File: src/rtl/cpu_loader_if.sv
// cpu_loader_if
//   Groups the loader's UART byte streams, program-RAM ports and CPU control
//   lines into one bundle.
//   master : the loader side (drives tx, RAM write/read port and CPU control)
//   slave  : the environment side (UART rx/tx, RAM, CPU)
// Ports (signals):
//   rx_data/rx_valid          received byte + one-cycle strobe
//   tx_data/tx_valid/tx_ready reply byte handshake
//   mem_sel                   1 = loader owns RAM ports, 0 = CPU owns them
//   mem_waddr/mem_data_in/mem_write  RAM write port
//   mem_raddr/mem_data_out    RAM read port (read data 2 cycles after address)
//   cpu_reset/cpu_halt/cpu_start_address/cpu_halted  CPU control/status
interface cpu_loader_if #(
    parameter int ADDR_WIDTH = 9
);
    logic [7:0]            rx_data;
    logic                  rx_valid;
    logic [7:0]            tx_data;
    logic                  tx_valid;
    logic                  tx_ready;
    logic                  mem_sel;
    logic [ADDR_WIDTH-1:0] mem_waddr;
    logic [7:0]            mem_data_in;
    logic                  mem_write;
    logic [ADDR_WIDTH-1:0] mem_raddr;
    logic [7:0]            mem_data_out;
    logic                  cpu_reset;
    logic                  cpu_halt;
    logic [ADDR_WIDTH-1:0] cpu_start_address;
    logic                  cpu_halted;

    modport master (
        input  rx_data, rx_valid, tx_ready, mem_data_out, cpu_halted,
        output tx_data, tx_valid, mem_sel, mem_waddr, mem_data_in, mem_write,
               mem_raddr, cpu_reset, cpu_halt, cpu_start_address
    );

    modport slave (
        output rx_data, rx_valid, tx_ready, mem_data_out, cpu_halted,
        input  tx_data, tx_valid, mem_sel, mem_waddr, mem_data_in, mem_write,
               mem_raddr, cpu_reset, cpu_halt, cpu_start_address
    );
endinterface

File: src/rtl/cpu_loader.sv
// cpu_loader
//   Host-side boot/monitor stage in front of the CPU. Decodes host commands
//   from the UART byte stream, writes program bytes into the shared program
//   RAM, starts/stops the CPU and replies with single status bytes.
//     'L' addr16 len16 data... : load bytes (stops CPU first)   -> 'K'
//     'R' addr16               : start CPU at addr              -> 'K'
//     'S'                      : stop CPU                       -> 'K'
//     'D' addr16 len16         : dump bytes (READBACK_EN only)  -> bytes, 'K'
//     other                    : -> '?'
//   CPU executing HALT while running -> 'H'.
// Ports:
//   clk     system clock
//   resetn  asynchronous active-low reset
//   bus     cpu_loader_if.master (UART rx/tx, RAM ports, CPU control)
// Build option:
//   READBACK_EN  enables the 'D' dump command and the RAM read port; when
//                undefined mem_raddr is tied to 0 and 'D' replies '?'.
//
// state      | meaning
// -----------+--------------------------------------------------------
// S_BOOT     | CPU held in reset for 2 cycles after reset release
// S_IDLE     | CPU stopped, waiting for a command byte
// S_ADDR_H   | waiting for address high byte
// S_ADDR_L   | waiting for address low byte
// S_LEN_H    | waiting for length high byte
// S_LEN_L    | waiting for length low byte
// S_DATA     | writing load data bytes into RAM
// S_STOPWAIT | cpu_halt asserted, waiting for cpu_halted
// S_START    | CPU reset pulse with new start address
// S_RUNNING  | CPU running, waiting for a command byte or HALT
// S_TX       | reply byte outstanding, returns to r_ret_state
// S_RD_ADDR  | dump: issue next read address or finish
// S_RD_WAIT  | dump: wait for RAM read latency
module cpu_loader #(
    parameter int ADDR_WIDTH = 9
) (
    input  logic         clk,
    input  logic         resetn,
    cpu_loader_if.master bus
);

    localparam logic [7:0] CMD_LOAD = 8'h4C;
    localparam logic [7:0] CMD_RUN  = 8'h52;
    localparam logic [7:0] CMD_STOP = 8'h53;
`ifdef READBACK_EN
    localparam logic [7:0] CMD_DUMP = 8'h44;
`endif
    localparam logic [7:0] RSP_OK   = 8'h4B;
    localparam logic [7:0] RSP_HALT = 8'h48;
    localparam logic [7:0] RSP_ERR  = 8'h3F;

    typedef enum logic [3:0] {
        S_BOOT, S_IDLE, S_ADDR_H, S_ADDR_L, S_LEN_H, S_LEN_L, S_DATA,
        S_STOPWAIT, S_START, S_RUNNING, S_TX, S_RD_ADDR, S_RD_WAIT
    } state_t;

    state_t                r_state;
    state_t                r_ret_state;
    logic [7:0]            r_cmd;
    logic [15:0]           r_addr;
    logic [15:0]           r_len;
    logic [1:0]            r_cnt;
    logic                  r_running;
    logic                  r_halted_q;
    logic                  r_cpu_reset;
    logic                  r_cpu_halt;
    logic                  r_mem_sel;
    logic [7:0]            r_tx_data;
    logic                  r_tx_valid;
    logic                  r_mem_write;
    logic [ADDR_WIDTH-1:0] r_mem_waddr;
    logic [7:0]            r_mem_data_in;
    logic [ADDR_WIDTH-1:0] r_cpu_start_address;

    logic [15:0]           w_addr_full;
    logic [15:0]           w_len_full;
    state_t                w_body_state;

    assign w_addr_full = {r_addr[15:8], bus.rx_data};
    assign w_len_full  = {r_len[15:8], bus.rx_data};

`ifdef READBACK_EN
    logic [ADDR_WIDTH-1:0] r_mem_raddr;
    assign w_body_state  = (r_cmd == CMD_DUMP) ? S_RD_ADDR : S_DATA;
    assign bus.mem_raddr = r_mem_raddr;
`else
    logic w_unused_rdata;
    assign w_body_state   = S_DATA;
    assign bus.mem_raddr  = '0;
    assign w_unused_rdata = ^bus.mem_data_out;
`endif

    assign bus.cpu_reset         = r_cpu_reset;
    assign bus.cpu_halt          = r_cpu_halt;
    assign bus.cpu_start_address = r_cpu_start_address;
    assign bus.mem_sel           = r_mem_sel;
    assign bus.mem_waddr         = r_mem_waddr;
    assign bus.mem_data_in       = r_mem_data_in;
    assign bus.mem_write         = r_mem_write;
    assign bus.tx_data           = r_tx_data;
    assign bus.tx_valid          = r_tx_valid;

    always_ff @(posedge clk or negedge resetn) begin
        if (!resetn) begin
            r_state             <= S_BOOT;
            r_ret_state         <= S_IDLE;
            r_cmd               <= 8'h00;
            r_addr              <= 16'h0000;
            r_len               <= 16'h0000;
            r_cnt               <= 2'd1;
            r_running           <= 1'b0;
            r_halted_q          <= 1'b0;
            r_cpu_reset         <= 1'b1;
            r_cpu_halt          <= 1'b1;
            r_mem_sel           <= 1'b1;
            r_tx_data           <= 8'h00;
            r_tx_valid          <= 1'b0;
            r_mem_write         <= 1'b0;
            r_mem_waddr         <= '0;
            r_mem_data_in       <= 8'h00;
            r_cpu_start_address <= '0;
`ifdef READBACK_EN
            r_mem_raddr         <= '0;
`endif
        end else begin
            r_mem_write <= 1'b0;
            r_halted_q  <= bus.cpu_halted;
            case (r_state)
                S_BOOT: begin
                    if (r_cnt == 2'd0) begin
                        r_cpu_reset <= 1'b0;
                        r_state     <= S_IDLE;
                    end else begin
                        r_cnt <= r_cnt - 2'd1;
                    end
                end
                S_IDLE, S_RUNNING: begin
                    // HALT executed by the CPU wins over a same-cycle byte
                    if (r_state == S_RUNNING && bus.cpu_halted && !r_halted_q) begin
                        r_cpu_halt  <= 1'b1;
                        r_mem_sel   <= 1'b1;
                        r_running   <= 1'b0;
                        r_tx_data   <= RSP_HALT;
                        r_tx_valid  <= 1'b1;
                        r_ret_state <= S_IDLE;
                        r_state     <= S_TX;
                    end else if (bus.rx_valid) begin
                        r_cmd <= bus.rx_data;
                        case (bus.rx_data)
                            CMD_LOAD, CMD_RUN: r_state <= S_ADDR_H;
`ifdef READBACK_EN
                            CMD_DUMP:          r_state <= S_ADDR_H;
`endif
                            CMD_STOP: begin
                                if (r_running) begin
                                    r_cpu_halt <= 1'b1;
                                    r_state    <= S_STOPWAIT;
                                end else begin
                                    r_tx_data   <= RSP_OK;
                                    r_tx_valid  <= 1'b1;
                                    r_ret_state <= S_IDLE;
                                    r_state     <= S_TX;
                                end
                            end
                            default: begin
                                r_tx_data   <= RSP_ERR;
                                r_tx_valid  <= 1'b1;
                                r_ret_state <= r_state;
                                r_state     <= S_TX;
                            end
                        endcase
                    end
                end
                S_ADDR_H: begin
                    if (bus.rx_valid) begin
                        r_addr[15:8] <= bus.rx_data;
                        r_state      <= S_ADDR_L;
                    end
                end
                S_ADDR_L: begin
                    if (bus.rx_valid) begin
                        r_addr <= w_addr_full;
                        if (r_cmd == CMD_RUN) begin
                            r_cpu_start_address <= w_addr_full[ADDR_WIDTH-1:0];
                            r_cpu_halt          <= 1'b0;
                            r_cpu_reset         <= 1'b1;
                            r_cnt               <= 2'd1;
                            r_state             <= S_START;
                        end else begin
                            r_state <= S_LEN_H;
                        end
                    end
                end
                S_LEN_H: begin
                    if (bus.rx_valid) begin
                        r_len[15:8] <= bus.rx_data;
                        r_state     <= S_LEN_L;
                    end
                end
                S_LEN_L: begin
                    if (bus.rx_valid) begin
                        r_len <= w_len_full;
                        // empty transfer: acknowledge without touching the CPU
                        if (w_len_full == 16'd0) begin
                            r_tx_data   <= RSP_OK;
                            r_tx_valid  <= 1'b1;
                            r_ret_state <= r_running ? S_RUNNING : S_IDLE;
                            r_state     <= S_TX;
                        end else if (r_running) begin
                            r_cpu_halt <= 1'b1;
                            r_state    <= S_STOPWAIT;
                        end else begin
                            r_state <= w_body_state;
                        end
                    end
                end
                S_STOPWAIT: begin
                    if (bus.cpu_halted) begin
                        r_mem_sel <= 1'b1;
                        r_running <= 1'b0;
                        if (r_cmd == CMD_STOP) begin
                            r_tx_data   <= RSP_OK;
                            r_tx_valid  <= 1'b1;
                            r_ret_state <= S_IDLE;
                            r_state     <= S_TX;
                        end else begin
                            r_state <= w_body_state;
                        end
                    end
                end
                S_DATA: begin
                    if (bus.rx_valid) begin
                        r_mem_write   <= 1'b1;
                        r_mem_waddr   <= r_addr[ADDR_WIDTH-1:0];
                        r_mem_data_in <= bus.rx_data;
                        r_addr        <= r_addr + 16'd1;
                        r_len         <= r_len - 16'd1;
                        if (r_len == 16'd1) begin
                            r_tx_data   <= RSP_OK;
                            r_tx_valid  <= 1'b1;
                            r_ret_state <= S_IDLE;
                            r_state     <= S_TX;
                        end
                    end
                end
                S_START: begin
                    if (r_cnt == 2'd0) begin
                        r_cpu_reset <= 1'b0;
                        r_mem_sel   <= 1'b0;
                        r_running   <= 1'b1;
                        r_tx_data   <= RSP_OK;
                        r_tx_valid  <= 1'b1;
                        r_ret_state <= S_RUNNING;
                        r_state     <= S_TX;
                    end else begin
                        r_cnt <= r_cnt - 2'd1;
                    end
                end
                S_TX: begin
                    if (bus.tx_ready) begin
                        r_tx_valid <= 1'b0;
                        r_state    <= r_ret_state;
                    end
                end
`ifdef READBACK_EN
                S_RD_ADDR: begin
                    if (r_len == 16'd0) begin
                        r_tx_data   <= RSP_OK;
                        r_tx_valid  <= 1'b1;
                        r_ret_state <= S_IDLE;
                        r_state     <= S_TX;
                    end else begin
                        r_mem_raddr <= r_addr[ADDR_WIDTH-1:0];
                        r_cnt       <= 2'd2;
                        r_state     <= S_RD_WAIT;
                    end
                end
                S_RD_WAIT: begin
                    // read data is valid two cycles after the address
                    if (r_cnt == 2'd0) begin
                        r_tx_data   <= bus.mem_data_out;
                        r_tx_valid  <= 1'b1;
                        r_addr      <= r_addr + 16'd1;
                        r_len       <= r_len - 16'd1;
                        r_ret_state <= S_RD_ADDR;
                        r_state     <= S_TX;
                    end else begin
                        r_cnt <= r_cnt - 2'd1;
                    end
                end
`endif
                default: r_state <= S_IDLE;
            endcase
        end
    end

endmodule

File: src/flat_wrapper.sv
// flat-port wrapper written by rule: the top's interface ports become plain ports
module cpu_loader_flat 
#(
    parameter int ADDR_WIDTH = 9
)
  (clk, resetn, bus_rx_data, bus_rx_valid, bus_tx_ready, bus_mem_data_out, bus_cpu_halted, bus_tx_data, bus_tx_valid, bus_mem_sel, bus_mem_waddr, bus_mem_data_in, bus_mem_write, bus_mem_raddr, bus_cpu_reset, bus_cpu_halt, bus_cpu_start_address);
  cpu_loader_if #(.ADDR_WIDTH(ADDR_WIDTH)) bus_i ();
  input  logic clk;
  input  logic resetn;
  input wire logic [$bits(bus_i.rx_data)-1:0] bus_rx_data;
  input wire logic [$bits(bus_i.rx_valid)-1:0] bus_rx_valid;
  input wire logic [$bits(bus_i.tx_ready)-1:0] bus_tx_ready;
  input wire logic [$bits(bus_i.mem_data_out)-1:0] bus_mem_data_out;
  input wire logic [$bits(bus_i.cpu_halted)-1:0] bus_cpu_halted;
  output wire logic [$bits(bus_i.tx_data)-1:0] bus_tx_data;
  output wire logic [$bits(bus_i.tx_valid)-1:0] bus_tx_valid;
  output wire logic [$bits(bus_i.mem_sel)-1:0] bus_mem_sel;
  output wire logic [$bits(bus_i.mem_waddr)-1:0] bus_mem_waddr;
  output wire logic [$bits(bus_i.mem_data_in)-1:0] bus_mem_data_in;
  output wire logic [$bits(bus_i.mem_write)-1:0] bus_mem_write;
  output wire logic [$bits(bus_i.mem_raddr)-1:0] bus_mem_raddr;
  output wire logic [$bits(bus_i.cpu_reset)-1:0] bus_cpu_reset;
  output wire logic [$bits(bus_i.cpu_halt)-1:0] bus_cpu_halt;
  output wire logic [$bits(bus_i.cpu_start_address)-1:0] bus_cpu_start_address;
  assign bus_i.rx_data = bus_rx_data;
  assign bus_i.rx_valid = bus_rx_valid;
  assign bus_i.tx_ready = bus_tx_ready;
  assign bus_i.mem_data_out = bus_mem_data_out;
  assign bus_i.cpu_halted = bus_cpu_halted;
  assign bus_tx_data = bus_i.tx_data;
  assign bus_tx_valid = bus_i.tx_valid;
  assign bus_mem_sel = bus_i.mem_sel;
  assign bus_mem_waddr = bus_i.mem_waddr;
  assign bus_mem_data_in = bus_i.mem_data_in;
  assign bus_mem_write = bus_i.mem_write;
  assign bus_mem_raddr = bus_i.mem_raddr;
  assign bus_cpu_reset = bus_i.cpu_reset;
  assign bus_cpu_halt = bus_i.cpu_halt;
  assign bus_cpu_start_address = bus_i.cpu_start_address;
  cpu_loader #(.ADDR_WIDTH(ADDR_WIDTH)) u_core (.clk(clk), .resetn(resetn), .bus(bus_i));
endmodule
File: config.mk
export PLATFORM = sky130hd
export DESIGN_NAME = cpu_loader_flat
export DESIGN_NICKNAME = d
export VERILOG_FILES = /design/src/rtl/cpu_loader_if.sv /design/src/rtl/cpu_loader.sv /design/src/flat_wrapper.sv
export SDC_FILE = /design/constraint.sdc
export NUM_CORES = 1
export LEC_CHECK = 0
export ABC_AREA = 1
export BUFFER_PORTS_ARGS = -buffer_cell sky130_fd_sc_hd__buf_4
export CAP_MARGIN = 0
export CORE_ASPECT_RATIO = 1.25
export CORE_MARGIN = 1
export CORE_UTILIZATION = 59
export CTS_BUF_LIST = sky130_fd_sc_hd__clkbuf_8
export DETAILED_ROUTE_END_ITERATION = 8
export PLACE_DENSITY = 0.82
export RECOVER_POWER = 25
export SLEW_MARGIN = 15
export SYNTH_ARGS = -nofsm -noshare
export SYNTH_HDL_FRONTEND = slang
export SYNTH_SLANG_ARGS = --single-unit
export TNS_END_PERCENT = 1
File: constraint.sdc
create_clock -name clk -period 2 [get_ports clk]
set_input_delay 0.2 -clock clk [delete_from_list [all_inputs] [get_ports clk]]
set_output_delay 0.2 -clock clk [all_outputs]
set_load 0.005 [all_outputs]
Yosys cells after proc, flatten, opt, wreduce, memory -nomap -nowiden. Cells that the tools add are included.

Register bits after elaboration: 91. Latch bits: 0. Memory bits (writable): 0. ROM bits: 0. Input port bits: 21. Output and inout port bits: 48. Word-level logic and storage cells: 184. Memories kept: 0.

$add $sub $neg: 3. Multiply operators: 0. Divide/modulo/power cells: 0. $lt $le $gt $ge: 0. Eq/ne operators: 37. Shift-type cells: 0. Multiplexer cells: 90. Bitwise logic cells: 3. Reduce and logical (&&, ||, !) cells: 32.

Operator list (count): 4-bit two-way mux (27); 8-bit two-way mux (12); 8-bit one-hot mux with 2 select lines (3); 8-bit one-hot mux with 3 select lines (2); 8-bit by 7-bit equality test with 1-bit output, second input constant (5); 4-bit one-hot mux with 10 select lines (1); 8-bit one-hot mux with 5 select lines (1); 16-bit two-way mux (2); 1-bit two-way mux (29); 11-bit AND reduction (2); 4-bit one-hot mux with 5 select lines (1); 4-bit AND reduction (5); 2-bit != test, second input constant (9); 16-bit by 1-bit adder with 16-bit output, second input constant (1); 16-bit by 1-bit equality test with 1-bit output, second input constant (1); 4-bit by 3-bit equality test with 1-bit output, second input constant (4); 16-bit zero test (1); 2-bit by 1-bit != test with 1-bit output, second input constant (8); 4-bit one-hot mux with 2 select lines (2); 16-bit by 1-bit subtractor with 16-bit output, second input constant (1); 4-bit equality test, second input constant (3); 12-bit AND reduction (1); 3-bit AND reduction (4); 2-bit nonzero test (5); other kinds (22) (35).

Depth between registers and ports, before layout. Gate-level depths: netlist of the first run.

Depth after elaboration: 6. Depth in mapped cells: 13. Mapped depth without buffers: 13.

Least setup slack after synthesis of the first run. OpenSTA, ideal clock, no wires.

Kind: reg2reg. From: register u_core.r_len[8]. To: register u_core.r_tx_data[5] (netlist: u_core.bus.tx_data[5]). Library setup time: 0.117 ns. Arrival: 1.394 ns. Required time: 1.883 ns. Setup slack: 0.489 ns. Cell stages (with the launch flop): 11. Path buffers: 0. Clock period less this slack: 1.511 ns. Path through: dfrtp_1 nor2_4 nand2_1 nor2_2 nand2_1 nand2_1 nand2_1 nor2_8 nand2_4 nand2_1 nand2_1.

Longest elaborated chain between the ends: 3. Elaborated cells on any way between the ends: 5. Classes of those cells: eq/ne (3); reduce/logical (2).

Ends and longest elaborated chain: from (decl) (line cpu_loader.sv:61) `logic [15:0] r_len;`; from (signal assigned) (line cpu_loader.sv:196) `r_len[15:8] <= bus.rx_data;`; from (signal assigned) (line cpu_loader.sv:202) `r_len <= w_len_full;`; from (signal assigned) (line cpu_loader.sv:237) `r_len <= r_len - 16'd1;`; 16-bit by 1-bit equality test with 1-bit output or 16-bit zero test (tied branches) (line cpu_loader.sv:238, cpu_loader.sv:204); 2-bit by 1-bit != test with 1-bit output (no line); 11-bit AND reduction (no line) *; to (signal assigned) (line cpu_loader.sv:222) `r_tx_data <= RSP_OK;`; to (signal assigned) (line cpu_loader.sv:239) `r_tx_data <= RSP_OK;`; to (signal assigned) (line cpu_loader.sv:251) `r_tx_data <= RSP_OK;`; to (decl) (line cpu_loader.sv:68) `logic [7:0] r_tx_data;`.

Mark *: on every way between the ends. The rest lies on a longest branch, timed or not. A chain may end at the register's enable or synchronous reset.

Worst setup path in the final report of the first run.
From: register u_core.r_len[8]. To: register u_core.r_ret_state[3].

Longest elaborated chain between the ends: 3. Elaborated cells on any way between the ends: 5. Classes of those cells: eq/ne (3); reduce/logical (2).

Ends and longest elaborated chain: 16-bit by 1-bit equality test with 1-bit output or 16-bit zero test (tied branches) (line cpu_loader.sv:238, cpu_loader.sv:204); 2-bit by 1-bit != test with 1-bit output (no line); 11-bit AND reduction (no line) *; to (signal assigned) (line cpu_loader.sv:168) `r_ret_state <= r_state;`; to (signal assigned) (line cpu_loader.sv:207) `r_ret_state <= r_running ? S_RUNNING : S_IDLE;`; to (decl) (line cpu_loader.sv:58) `state_t r_ret_state;`.

Marked as above.

==> results.md, run 1 <==
* Via count of the first global-routing pass at 4052
* Placed cell count at between 700 and 800
* Routed wire length per instance at 14.6 µm
* Slew at the pin closest to its max-slew limit at ~0.80 ns
* DR top layer: met4
* Critical path buffers and inverters at 0
* Proportion of register bits with asynchronous set or reset after synthesis at 100%
* CTS buffer count at 9
* Slowest cell delay on critical path at 0.46 ns
* Overall die height at 100 µm
* Largest net degree at the start of global routing at 49
* Number of antenna violations at the first check in global routing at 0
* Root Buffer: sky130_fd_sc_hd__clkbuf_8
* Path type of the worst min-delay path: input port to register
* Ratio of cells with drive above 1 in the final layout at between 15 and 20%
* Initial core utilization at 61.3%
* Post-route cell area at 0.00517 mm²
* EDFF count, synth at 0
* Setup slack of the worst register-to-register path at 0.16 ns
* TritonCTS clock tree: yes
* Top_reg_cell synth: sky130_fd_sc_hd__dfrtp_1
* Final TNS setup at 0 ns
* Data required time at the worst endpoint at 2.26 ns
* Slowest cell on crit path: sky130_fd_sc_hd__dfrtp_1
* F_max at around 0.54 GHz
* Count of input and output buffers at 50
* Post-CTS clock slew at the launch and capture registers of the worst setup and hold paths at approximately 0.090 ns
* Post-route non-filler standard cell count at between 700 and 800
* Final Routed Wirelength at 11.2 mm
* Start-to-end type of the worst setup path: register to register
* Post-Route Skew at 0.00972 ns
* Leakage power at 2.68 nW
* Total number of vias at around 4200
* Run status: completed
* Antenna-violating nets left at 0
* Number of distinct library cell variants in the gate-level netlist after synthesis at 36
* Cell Area, Placed at 0.00495 mm²
* Ratio of final minimum period to clock period at roughly nine tenths
* GRT Overall Usage at 30.3%
* Die area at 0.00805 mm²
* Leading cell type in the layout, fill and taps excluded: sky130_fd_sc_hd__nand2_1
* Largest vdd supply drop at approximately 0.0009 V
* Placer's final routability congestion estimate at 0.931
* Global-route wire length before repair at 18.6 mm
* Crit path cell chain: nor2_4, nand2_1, nor2_2, nand2_1, nand2_1, nand2_1, nor2_8, nand2_4, nand2_1, nand2_1
* Critical Path Most Common Cell: sky130_fd_sc_hd__nand2_1
* Commonest cells after routing, fill and taps aside: 177 x sky130_fd_sc_hd__nand2_1, 77 x sky130_fd_sc_hd__nor2_1, 75 x sky130_fd_sc_hd__dfrtp_1, 65 x sky130_fd_sc_hd__o21ai_0, 63 x sky130_fd_sc_hd__inv_1
* DRC marker count from the first detailed-route iteration at 378
* Growth of design area from synthesis to finish at 13.9%
* Post-route met1 wirelength at around 4.5 mm
* Synthesized area per cell at between 7 and 8 µm²
* Kind of end point of the critical path: register
* Crit path max-delay family: simple AND/OR/NAND/NOR gates
* Placed wire-length estimate after detailed placement at between 8 and 9 mm
* Unrepaired setup endpoints after global routing: false
* Amount of wire on met3 after detailed routing at 570 µm
* Average via count per standard cell at 5.50
* Final hold violations at 0
* Synthesized instance count at a little over 600
* Power density relative to cell area at 1390 mW/mm²
* Critical Path AT at 2.10 ns
* Post-synth design cell area at 0.00454 mm²
* Period minus WS final at 1.84 ns
* Number of storage elements in the synthesis netlist at 80
* Inserted Diodes at 0
* Core region area at 0.00740 mm²
* Met2 Routed Length at 5.77 mm
* Number of max-cap violations at 0
* Post-Route Utilization at 69.9%
* Buffer levels on the longest clock path at 2
* Clock sink count at 80
* Number of nets in the layout at roughly 690
* Number of placement rows at 35
* Die outline width at 80.5 µm
* Number of detailed-routing iterations run before antenna repair at 5
* Number of max-slew violations in the final report at 0
* H-tree depth reported by CTS at 3
* Number of buffers inserted to repair setup after CTS at 0
* Highest net fanout along the worst path at 8
* Launching element type of the critical path: register
* Clock latency at the later pin of the worst-skew pair at 0.37 ns
* Tightest slew margin relative to the limit at 46.9%
* Number of warnings reported in the yosys synthesis log at 0
* DRC at 0
* Congestion Overflow GR at 0
* Sequential area share after synthesis at 44.2%
* Final setup violation count at 0
* I/O Pins at 69
==> worst paths after layout <==
path                                     start                               to  cells after the start
max                            u_core.r_len[8]            u_core.r_ret_state[3]                     10
min                             bus_rx_data[2]  u_core.bus.cpu_start_address[2]                      3
max reg2reg                    u_core.r_len[8]            u_core.r_ret_state[3]                     10
min reg2reg                u_core.bus.cpu_halt              u_core.bus.cpu_halt                      2
max in group asynchronous               resetn                 u_core.r_len[10]                      3
min in group asynchronous               resetn  u_core.bus.cpu_start_address[3]                      2
==> layout make-up <==
| type | count | area [µm²] |
|---|---|---|
| flip-flops and latches | 80 | 2010 |
| clock inverters | 7 | 87.6 |
| multi-input cells | 449 | 2140 |
| clock buffers | 9 | 124 |
| fillers | 634 | 2230 |
| repair buffers | 58 | 438 |
| well taps | 92 | 115 |
| inverters | 69 | 262 |
==> report_power, final <==
part           internal (mW)  switching, mW  total [mW]
Clock                  0.605          0.678        1.28
Sequential              2.26          0.502        2.76
Combinational           1.22           1.91        3.13
Total                   4.08           3.09        7.17
==> cell families after synthesis <==
| group | count (synthesis) | share of synthesized area [%] |
|---|---|---|
| buf+inv | 94 | 9.56 |
| xor+xnor | 3 | 0.579 |
| fa+ha+maj | 4 | 1.10 |
| simple gates | 324 | 32.1 |
| compound gates | 108 | 12.4 |
| flops | 80 | 44.2 |
| other cells | 1 | 0.0826 |
==> Yosys cell counts (7+ instances only) <==
cell type,n,share of area (%)
sky130_fd_sc_hd__nand2_2,8,1.1
sky130_fd_sc_hd__o21ai_0,65,7.2
sky130_fd_sc_hd__inv_1,63,5.2
sky130_fd_sc_hd__nor3_1,7,0.77
sky130_fd_sc_hd__nor2_1,77,6.4
sky130_fd_sc_hd__nand2_1,177,15
sky130_fd_sc_hd__dfrtp_1,75,41
sky130_fd_sc_hd__a21oi_1,24,2.6
sky130_fd_sc_hd__o21ai_1,7,0.77
sky130_fd_sc_hd__buf_4,15,2.5
sky130_fd_sc_hd__nand3_1,29,3.2
==> timing repair <==
action / in CTS / in global routing
resized for setup: 0 / 1
hold buffers: 2 / 0
hold endpoints to repair: 33 / 0
endpoints found under the setup margin: 0 / 17
==> metal layers <==
metal / up-vias / GRT usage (%)
met1: 1995 / 37.4
met4: 0 / 13.9
li1: 2033 / -
met5: - / 0
met2: 149 / 52.5
met3: 28 / 3.45
==> through the flow <==
stage	total power, mW	hold slack [ns]	setup slack [ns]
6_report	7.17	0.221	0.163
5_1_grt	7.77	0.229	0.0124
4_1_cts	7.18	0.219	0.124
3_5_place_dp	5.89	0.173	0.146
3_3_place_gp	5.74	0.161	0.238
2_1_floorplan	4.91	-0.0956	0.489
==> worst reg2reg max path: stages, from the launching register on <==
cell and delay (ns):
sky130_fd_sc_hd__dfrtp_1 0.46, sky130_fd_sc_hd__nor2_4 0.17, sky130_fd_sc_hd__nand2_1 0.10, sky130_fd_sc_hd__nor2_2 0.24, sky130_fd_sc_hd__nand2_1 0.11, sky130_fd_sc_hd__nand2_1 0.08
sky130_fd_sc_hd__nand2_1 0.13, sky130_fd_sc_hd__nor2_8 0.22, sky130_fd_sc_hd__nand2_4 0.10, sky130_fd_sc_hd__nand2_1 0.07, sky130_fd_sc_hd__nand2_1 0.05
==> sequential cells by signal (all words and copies together) (netlist names) <==
name / cells
u_core.r_len: 16
u_core.bus.cpu_start_address: 9
u_core.bus.mem_waddr: 9
u_core.r_addr: 9
u_core.bus.mem_data_in: 8
u_core.r_cmd: 8
u_core.bus.tx_data: 4
u_core.r_ret_state: 4
u_core.r_state: 4
u_core.r_cnt: 2
u_core.bus.cpu_halt: 1
u_core.bus.cpu_reset: 1
u_core.bus.mem_sel: 1
u_core.bus.mem_write: 1
u_core.bus.tx_valid: 1
u_core.r_halted_q: 1
u_core.r_running: 1
Note: power is estimated with default switching activity, not from simulation.
==> run 2, diff against run 1 <==
--- a/config.mk
+++ b/config.mk
@@ -10,8 +10,8 @@
 export CAP_MARGIN = 0
-export CORE_ASPECT_RATIO = 1.25
+export CORE_ASPECT_RATIO = 0.5
 export CORE_MARGIN = 1
-export CORE_UTILIZATION = 59
+export CORE_UTILIZATION = 60
 export CTS_BUF_LIST = sky130_fd_sc_hd__clkbuf_8
 export DETAILED_ROUTE_END_ITERATION = 8
-export PLACE_DENSITY = 0.82
+export PLACE_DENSITY = 0.84
 export RECOVER_POWER = 25
==> constraint.sdc (replaced) <==
create_clock -name clk -period 2.3 [get_ports clk]
set_input_delay 0.46 -clock clk [delete_from_list [all_inputs] [get_ports clk]]
set_output_delay 0.46 -clock clk [all_outputs]
set_load 0.005 [all_outputs]
==> run 2 against run 1 <==
Effect of this change:
- the flow now finishes with violations (design-rule violations, max-capacitance violations, max-slew violations)
- largest power group unchanged
- design area decreased by 0.46%
- sequential power down 13%
- worst hold slack better by 0.018 ns
==> results.md, run 2 (same netlist as run 1, synthesis figures left out) <==
* Final Routed Wirelength at 10.8 mm (-2.8%)
* Number of buffers inserted to repair setup after CTS at 0 (unchanged)
* Antenna-violating nets left at 0 (unchanged)
* Number of nets in the layout at 692 (unchanged)
* Start-to-end type of the worst setup path: register to register
* Final-layout fill cell count at 584 (-7.9%)
* Placed wire-length estimate after detailed placement at 8.00 mm (-2.8%)
* F_max at 0.525 GHz (-3.6%)
* Total of cells resized after clock tree synthesis at 0 (unchanged)
* Number of max-cap violations at 1 (+1)
* DRC at 7 (+7)
* Unrepaired setup endpoints after global routing: false
* Cell Area, Placed at 0.00496 mm² (+0.30%)
* Routed wire length per instance at 14.2 µm (-2.8%)
* Leading cell type in the layout, fill and taps excluded: sky130_fd_sc_hd__nand2_1
* Number of max-slew violations in the final report at 30 (+30)
* GRT Overall Usage at 29.5% (-0.76 points)
* Buffer levels on the longest clock path at 2 (unchanged)
* I/O Pins at 69 (unchanged)
* Die area at 0.00794 mm² (-1.4%)
* Core region area at 0.00699 mm² (-5.6%)
* CTS buffer count at 9 (unchanged)
* Setup slack of the worst register-to-register path at 0.39 ns (+0.23 ns)
* Final setup violation count at 0 (unchanged)
* Tightest slew margin relative to the limit at -11.1% (-58 points)
* Kind of end point of the critical path: register
* Path type of the worst min-delay path: input port to register
* Clock sink count at 80 (unchanged)
* Average via count per standard cell at 5.48 (-0.43%)
* Number of placement rows at 21 (-40%)
* TritonCTS clock tree: yes
* Run status: complete, but fails checks
* Placer's final routability congestion estimate at 0.967 (+3.9%)
* Ratio of cells with drive above 1 in the final layout at 16.1% (-0.60 points)
* Violated checks: design-rule violations, max-capacitance violations, max-slew violations
* Via count of the first global-routing pass at 3792 (-6.4%)
* Power density relative to cell area at 1190 mW/mm² (-14%)
* Launching element type of the critical path: register
* Inserted Diodes at 0 (unchanged)
* Congestion Overflow GR at 0 (unchanged)
* Area occupied by multi-input gates at 0.00213 mm² (-0.23%)
* Critical Path AT at 2.15 ns (+0.05 ns)
* Growth of design area from synthesis to finish at 13.4%
* Post-Route Skew at 0.0106 ns (+0.000845 ns)
* Count of input and output buffers at 50 (unchanged)
* Initial core utilization at 64.9% (+3.6 points)
* Final TNS setup at 0 ns (unchanged)
* Ratio of final minimum period to clock period at 82.9% (-9.0 points)
* Slew at the pin closest to its max-slew limit at 1.67 ns (+0.870 ns)
* Clock latency at the later pin of the worst-skew pair at 0.36 ns (about the same)
* Flip-flop count of the largest register after layout at 16 (unchanged)
* Post-CTS clock slew at the launch and capture registers of the worst setup and hold paths at 0.08 ns (about the same)
* Root Buffer: sky130_fd_sc_hd__clkbuf_8
* Area taken by flip-flops and latches at 0.00201 mm² (unchanged)
* CTS hold repair buffers at 0 (-2)
* Largest net degree at the start of global routing at 52 (+6.1%)
* Global-route wire length before repair at 18.0 mm (-2.9%)
* Post-route cell area at 0.00515 mm² (-0.46%)
* Period minus WS final at 1.91 ns (+0.0692 ns)
* Number of antenna violations at the first check in global routing at 0 (unchanged)
* Overall die height at 63.5 µm (-37%)
* Leakage power at 2.68 nW (about the same)
* Most flop-heavy register: u_core.r_len
* Commonest cells after routing, fill and taps aside: 177 x sky130_fd_sc_hd__nand2_1, 77 x sky130_fd_sc_hd__nor2_1, 75 x sky130_fd_sc_hd__dfrtp_1, 68 x sky130_fd_sc_hd__inv_1, 65 x sky130_fd_sc_hd__o21ai_0
* Data required time at the worst endpoint at 2.55 ns (+0.29 ns)
* Highest net fanout along the worst path at 7 (-1)
* Number of detailed-routing iterations run before antenna repair at 7 (+2)
* Total number of vias at 4187 (-0.43%)
* Largest vdd supply drop at 0.000651 V (-30%)
* H-tree depth reported by CTS at 3 (unchanged)
* Die outline width at 125 µm (+55%)
* DRC marker count from the first detailed-route iteration at 447 (+18%)
* Final hold violations at 0 (unchanged)
==> run 2: cell count changes in the layout (fill, tap and decap cells not counted) <==
cell                            delta
sky130_fd_sc_hd__clkinv_4          -3
sky130_fd_sc_hd__inv_8             -2
sky130_fd_sc_hd__nand2_2           +1
sky130_fd_sc_hd__inv_1             +5
sky130_fd_sc_hd__buf_12            +1
sky130_fd_sc_hd__dlygate4sd3_1     -2
sky130_fd_sc_hd__clkbuf_8          +1
sky130_fd_sc_hd__clkbuf_1          +1
sky130_fd_sc_hd__inv_6             -1
sky130_fd_sc_hd__nand2_4           -1
sky130_fd_sc_hd__clkbuf_2          -1
sky130_fd_sc_hd__clkbuf_4          -1
sky130_fd_sc_hd__buf_4             +2
==> run 2: final timing paths <==
kind                                             from                       to  depth (start not counted)
worst max-delay path                u_core.r_state[3]          u_core.r_len[3]                          6
worst min-delay path                   bus_cpu_halted        u_core.r_halted_q                          1
worst max register to register      u_core.r_state[3]          u_core.r_len[3]                          6
worst min register to register  u_core.bus.tx_data[3]    u_core.bus.tx_data[3]                          2
max in group asynchronous                      resetn    u_core.r_ret_state[0]                          2
min in group asynchronous                      resetn  u_core.bus.mem_waddr[0]                          1
==> run 2: layer usage <==
layer / share of wire, % / track usage, %
met1: 46 / 40.5
met2: 44 / 46.3
met3: 8.7 / 7.14
met4: 1.3 / 9.76
met5: 0 / 0
==> run 2: area by class of cell <==
type	instances	share of cell area, %
Multi-Input combinational cell	449	41.4
Sequential cell	80	39.0
Timing Repair Buffer	58	8.63
Inverter	69	5.08
Clock buffer	10	2.67
Tap cell	92	2.24
Clock inverter	6	0.948
==> run 2: where the power goes <==
group / switching [mW] / total, mW / internal [mW]
sequential: 0.425 / 2.39 / 1.96
combinational: 1.67 / 2.73 / 1.06
clock: 0.489 / 1.00 / 0.513
total: 2.58 / 6.12 / 3.54
==> run 2: stage by stage <==
step	worst slack [ns]	cells	utilization, %	power [mW]	hold WS (ns)
floorplan	0.789	623	-	4.27	0.164
global placement	0.489	748	71.0	4.99	0.410
detailed placement	0.467	748	71.0	5.10	0.416
CTS	0.454	764	73.7	6.12	0.0226
global route	0.220	764	73.6	6.63	0.224
finish	0.394	764	73.6	6.12	0.239
==> run 2: critical path, stage by stage, from the launching register on <==
cell and delay, ns:
sky130_fd_sc_hd__dfrtp_1 0.49, sky130_fd_sc_hd__nor2_2 0.24, sky130_fd_sc_hd__nand2_1 0.16, sky130_fd_sc_hd__nor3_2 0.43, sky130_fd_sc_hd__inv_1 0.23, sky130_fd_sc_hd__a21oi_1 0.17
sky130_fd_sc_hd__o22ai_1 0.08
==> run 3, diff against run 2 <==
ABC_AREA = 0   (was 1)
CORE_UTILIZATION = 59   (was 60)
PLACE_DENSITY = 0.83   (was 0.84)
clock period = 1.9 ns   (was 2.3 ns; I/O delays follow)
==> run 3 against run 2 <==
Effect of this change:
- the run ends with negative setup slack left
- routed wire length rose by 40%
- combinational power rose by 86%
- global-route usage rose by 7.3 points
- first-iteration DRC count rose by 57%
- sequential power rose by 27%
- power rose by 52%
- non-clock buffer count rose by 91
- largest cell class unchanged
- highest routed layer unchanged
==> results.md, run 3 <==
* Top cells by instance count after synthesis: 75 x sky130_fd_sc_hd__dfrtp_1, 36 x sky130_fd_sc_hd__o21ai_0, 33 x sky130_fd_sc_hd__mux2_2
* Hold Path Origin: bus_rx_data[2]
* Die area at 0.00786 mm² (-0.98%)
* Routed wire length per instance at 22.4 µm (+58%)
* Count of input and output buffers at 50 (unchanged)
* Kind of end point of the critical path: register
* Path type of the worst min-delay path: input port to register
* Core region area at 0.00696 mm² (-0.38%)
* Run status: complete, but fails checks
* DRC at 0 (-7)
* Placed wire-length estimate after detailed placement at 9.03 mm (+13%)
* Global-route wire length before repair at 22.1 mm (+22%)
* Clock sink count at 80 (unchanged)
* Dominant cell by count in the synthesized netlist: sky130_fd_sc_hd__dfrtp_1
* Launching element type of the critical path: register
* Total number of vias at 4630 (+11%)
* Critical Path Most Common Cell: sky130_fd_sc_hd__buf_4
* Worst reg-to-reg path cell count at 8 (+2)
* Net switching power of the design at 3.85 mW (+49%)
* H-tree depth reported by CTS at 3 (unchanged)
* Violated checks: negative setup slack
* Final TNS setup at -2.55 ns (-2.55 ns)
* Number of detailed-routing iterations run before antenna repair at 8 (+1)
* Leakage power at 2.70 nW (+0.53%)
* Ratio of final minimum period to clock period at 114% (+31 points)
* Crit path cell chain: buf_4, nor2_1, a22oi_1, o211ai_1, buf_4, nor4b_4, buf_6, mux2_4
* Leading cell type in the layout, fill and taps excluded: sky130_fd_sc_hd__buf_4
* Largest net degree at the start of global routing at 50 (-3.8%)
* Inserted Diodes at 0 (unchanged)
* Slowest cell delay on critical path at 0.46 ns (-0.03 ns)
* Share of power burned in the clock network at 13.1% (-3.3 points)
* Number of storage elements in the synthesis netlist at 80 (unchanged)
* Final setup violation count at 31 (+31)
* Crit path max-delay family: buffers and inverters
* Post-Route Skew at 0.0237 ns (+0.0132 ns)
* Highest net fanout along the worst path at 6 (-1)
* Initial core utilization at 63.5% (-1.5 points)
* Number of antenna violations at the first check in global routing at 0 (unchanged)
* Hold worst-path end: u_core.r_cmd[2]
* Root Buffer: sky130_fd_sc_hd__clkbuf_8
* Post-route setup slack at -0.273 ns (-0.667 ns)
* Reg-to-reg critical path startpoint: u_core.r_state[0]
* Top cell type by total area after synthesis: sky130_fd_sc_hd__dfrtp_1
* Via count of the first global-routing pass at 4218 (+11%)
* Growth of design area from synthesis to finish at 33.2%
* Overall die height at 63.2 µm (-0.49%)
* Share of the synthesized area in the top cell type at 42.5% (+1.1 points)
* Die outline width at 124 µm (-0.49%)
* Average via count per standard cell at 6.85 (+25%)
* Number of distinct library cell variants in the gate-level netlist after synthesis at 64 (+78%)
* Buffer levels on the longest clock path at 2 (unchanged)
* Placed cell count at 656 (-12%)
* Final Routed Wirelength at 15.2 mm (+40%)
* Overall power consumption at 9.33 mW (+52%)
* TritonCTS clock tree: yes
* Setup slack of the worst register-to-register path at -0.27 ns (-0.67 ns)
* Largest vdd supply drop at 0.000885 V (+36%)
* Sequential area share after synthesis at 45.4% (+1.2 points)
* Number of warnings reported in the yosys synthesis log at 0 (unchanged)
* GRT Overall Usage at 36.8% (+7.3 points)
* Placer's final routability congestion estimate at 0.924 (-4.5%)
* Post-route cell area at 0.00589 mm² (+14%)
* I/O Pins at 69 (unchanged)
* Critical Path AT at 2.44 ns (+0.29 ns)
* Unrepaired setup endpoints after global routing: true
* F_max at 0.460 GHz (-12%)
* Final-layout fill cell count at 361 (-38%)
* EDFF count, synth at 0 (unchanged)
* Power share of the sequential group at 32.6% (-6.5 points)
* Ratio of cells with drive above 1 in the final layout at 42.8% (+27 points)
* Post-route non-filler standard cell count at 676 (-12%)
* Leading cell types by total area after synthesis: sky130_fd_sc_hd__dfrtp_1 42%, sky130_fd_sc_hd__mux2_2 8.4%, sky130_fd_sc_hd__o21ai_0 4.1%
* Endpoint of the lowest-slack register-to-register path: u_core.bus.tx_data[5]
* Critical path buffers and inverters at 3 (+2)
* Number of placement rows at 21 (unchanged)
* Period minus WS final at 2.17 ns (+0.267 ns)
* Slew at the pin closest to its max-slew limit at 0.659 ns (-1.01 ns)
* Post-CTS clock slew at the launch and capture registers of the worst setup and hold paths at 0.10 ns (+0.02 ns)
* Number of max-slew violations in the final report at 0 (-100%)
* Synthesized area per cell at 9.78 µm² (+32%)
* Data required time at the worst endpoint at 2.17 ns (-0.38 ns)
* Cell Area, Placed at 0.00547 mm² (+10%)
* Proportion of register bits with asynchronous set or reset after synthesis at 100% (unchanged)
* Hold depth at 2 (+1)
* Synthesized instance count at 452 (-26%)
* CTS buffer count at 9 (unchanged)
* Most flop-heavy register: u_core.r_len
* Number of max-cap violations at 0 (-1)
* Number of nets in the layout at 604 (-13%)
* Clock latency at the later pin of the worst-skew pair at 0.39 ns (+0.03 ns)
* Share of total power consumed by net switching at 41.3% (-0.89 points)
* Start-to-end type of the worst setup path: register to register
* Top_reg_cell synth: sky130_fd_sc_hd__dfrtp_1
* Flip-flop count of the largest register after layout at 16 (unchanged)
* Final hold violations at 0 (unchanged)
* Post-synth design cell area at 0.00442 mm² (-2.6%)
* Slowest cell on crit path: sky130_fd_sc_hd__dfrtp_1
* Minimum hold slack at 0.296 ns (+0.0563 ns)
* Congestion Overflow GR at 0 (unchanged)
* Relative contribution of combinational cells to total power at 54.3% (+9.7 points)
* Antenna-violating nets left at 0 (unchanged)
* Commonest cells after routing, fill and taps aside: 134 x sky130_fd_sc_hd__buf_4, 72 x sky130_fd_sc_hd__dfrtp_1, 33 x sky130_fd_sc_hd__mux2_2, 32 x sky130_fd_sc_hd__o21ai_0, 31 x sky130_fd_sc_hd__nand2_1
* Power density relative to cell area at 1580 mW/mm² (+33%)
* DRC marker count from the first detailed-route iteration at 702 (+57%)
* Tightest slew margin relative to the limit at 56.1% (+67 points)
* Internal power of the cells at 5.47 mW (+55%)
==> run 3: cell types whose count changed in the layout (fill, tap and decap cells not counted), sizes merged, moves of 19 or more <==
cell	change
buf	+89
inv	-61
mux2	+34
nand2	-158
nand3	-19
nor2	-60
o21ai	-36
==> run 3: worst max-delay path by stage <==
| stage | from | end | slack [ns] | cells after the start |
|---|---|---|---|---|
| after floorplan | u_core.r_state[2] | u_core.bus.tx_data[5] | -0.09 | 7 |
| after global placement | bus_rx_data[1] | u_core.bus.tx_data[5] | -0.25 | 6 |
| after detailed placement | bus_rx_data[1] | u_core.bus.tx_data[6] | -0.32 | 7 |
| after CTS | u_core.r_len[10] | u_core.bus.tx_data[5] | -0.14 | 6 |
| after global routing | u_core.r_cnt[0] | u_core.bus.tx_data[5] | -0.38 | 9 |
| final | u_core.r_state[0] | u_core.bus.tx_data[5] | -0.27 | 8 |
==> run 3: per-stage QoR <==
step / worst slack, ns / utilization [%]
finish: -0.273 / 84.6
global placement: -0.249 / 78.6
global route: -0.384 / 84.6
CTS: -0.140 / 82.8
floorplan: -0.0882 / -
detailed placement: -0.324 / 78.6
==> run 3: final cells by class <==
cell class | count | area [µm²] | share of cell area [%]
Inverter | 13 | 48.8 | 0.829
Clock buffer | 10 | 138 | 2.34
Tap cell | 92 | 115 | 1.95
Multi-Input combinational cell | 326 | 2360 | 40.0
Timing Repair Buffer | 149 | 1170 | 19.9
Clock inverter | 6 | 45.0 | 0.765
Sequential cell | 80 | 2010 | 34.2
==> run 3: cell families after synthesis <==
group	synth area share, %
xor+xnor	0.595
simple gates	18.0
fa+ha+maj	1.13
other cells	0.0849
compound gates	18.9
mux	9.65
flops	45.4
buf+inv	6.26
==> run 3: power by group through the flow <==
stage	combinational, mW	clock, mW	sequential (mW)
after detailed placement	4.31	0	2.93
after global placement	4.12	0	2.87
after global routing	5.35	1.28	3.07
after floorplan	2.32	0	2.86
after CTS	4.52	1.19	2.95
final	5.07	1.22	3.04
==> run 3: what timing repair did <==
item / 4_1_cts / 5_1_grt
hold endpoints to repair: 12 / 0
pin swaps: 7 / 5
cloned: 0 / 0
gates resized for setup: 18 / 33
setup endpoints to repair: 58 / 58
setup buffers: 2 / 1
hold buffers: 1 / 0
==> run 3: routing by layer <==
layer | share of wire, % | global-route usage [%] | vias to the layer above
met5 | 0 | 0 | -
met4 | 6.2 | 19.1 | 0
met3 | 11 | 9.94 | 129
met1 | 37 | 45.1 | 2201
li1 | - | - | 1882
met2 | 45 | 60.4 | 418
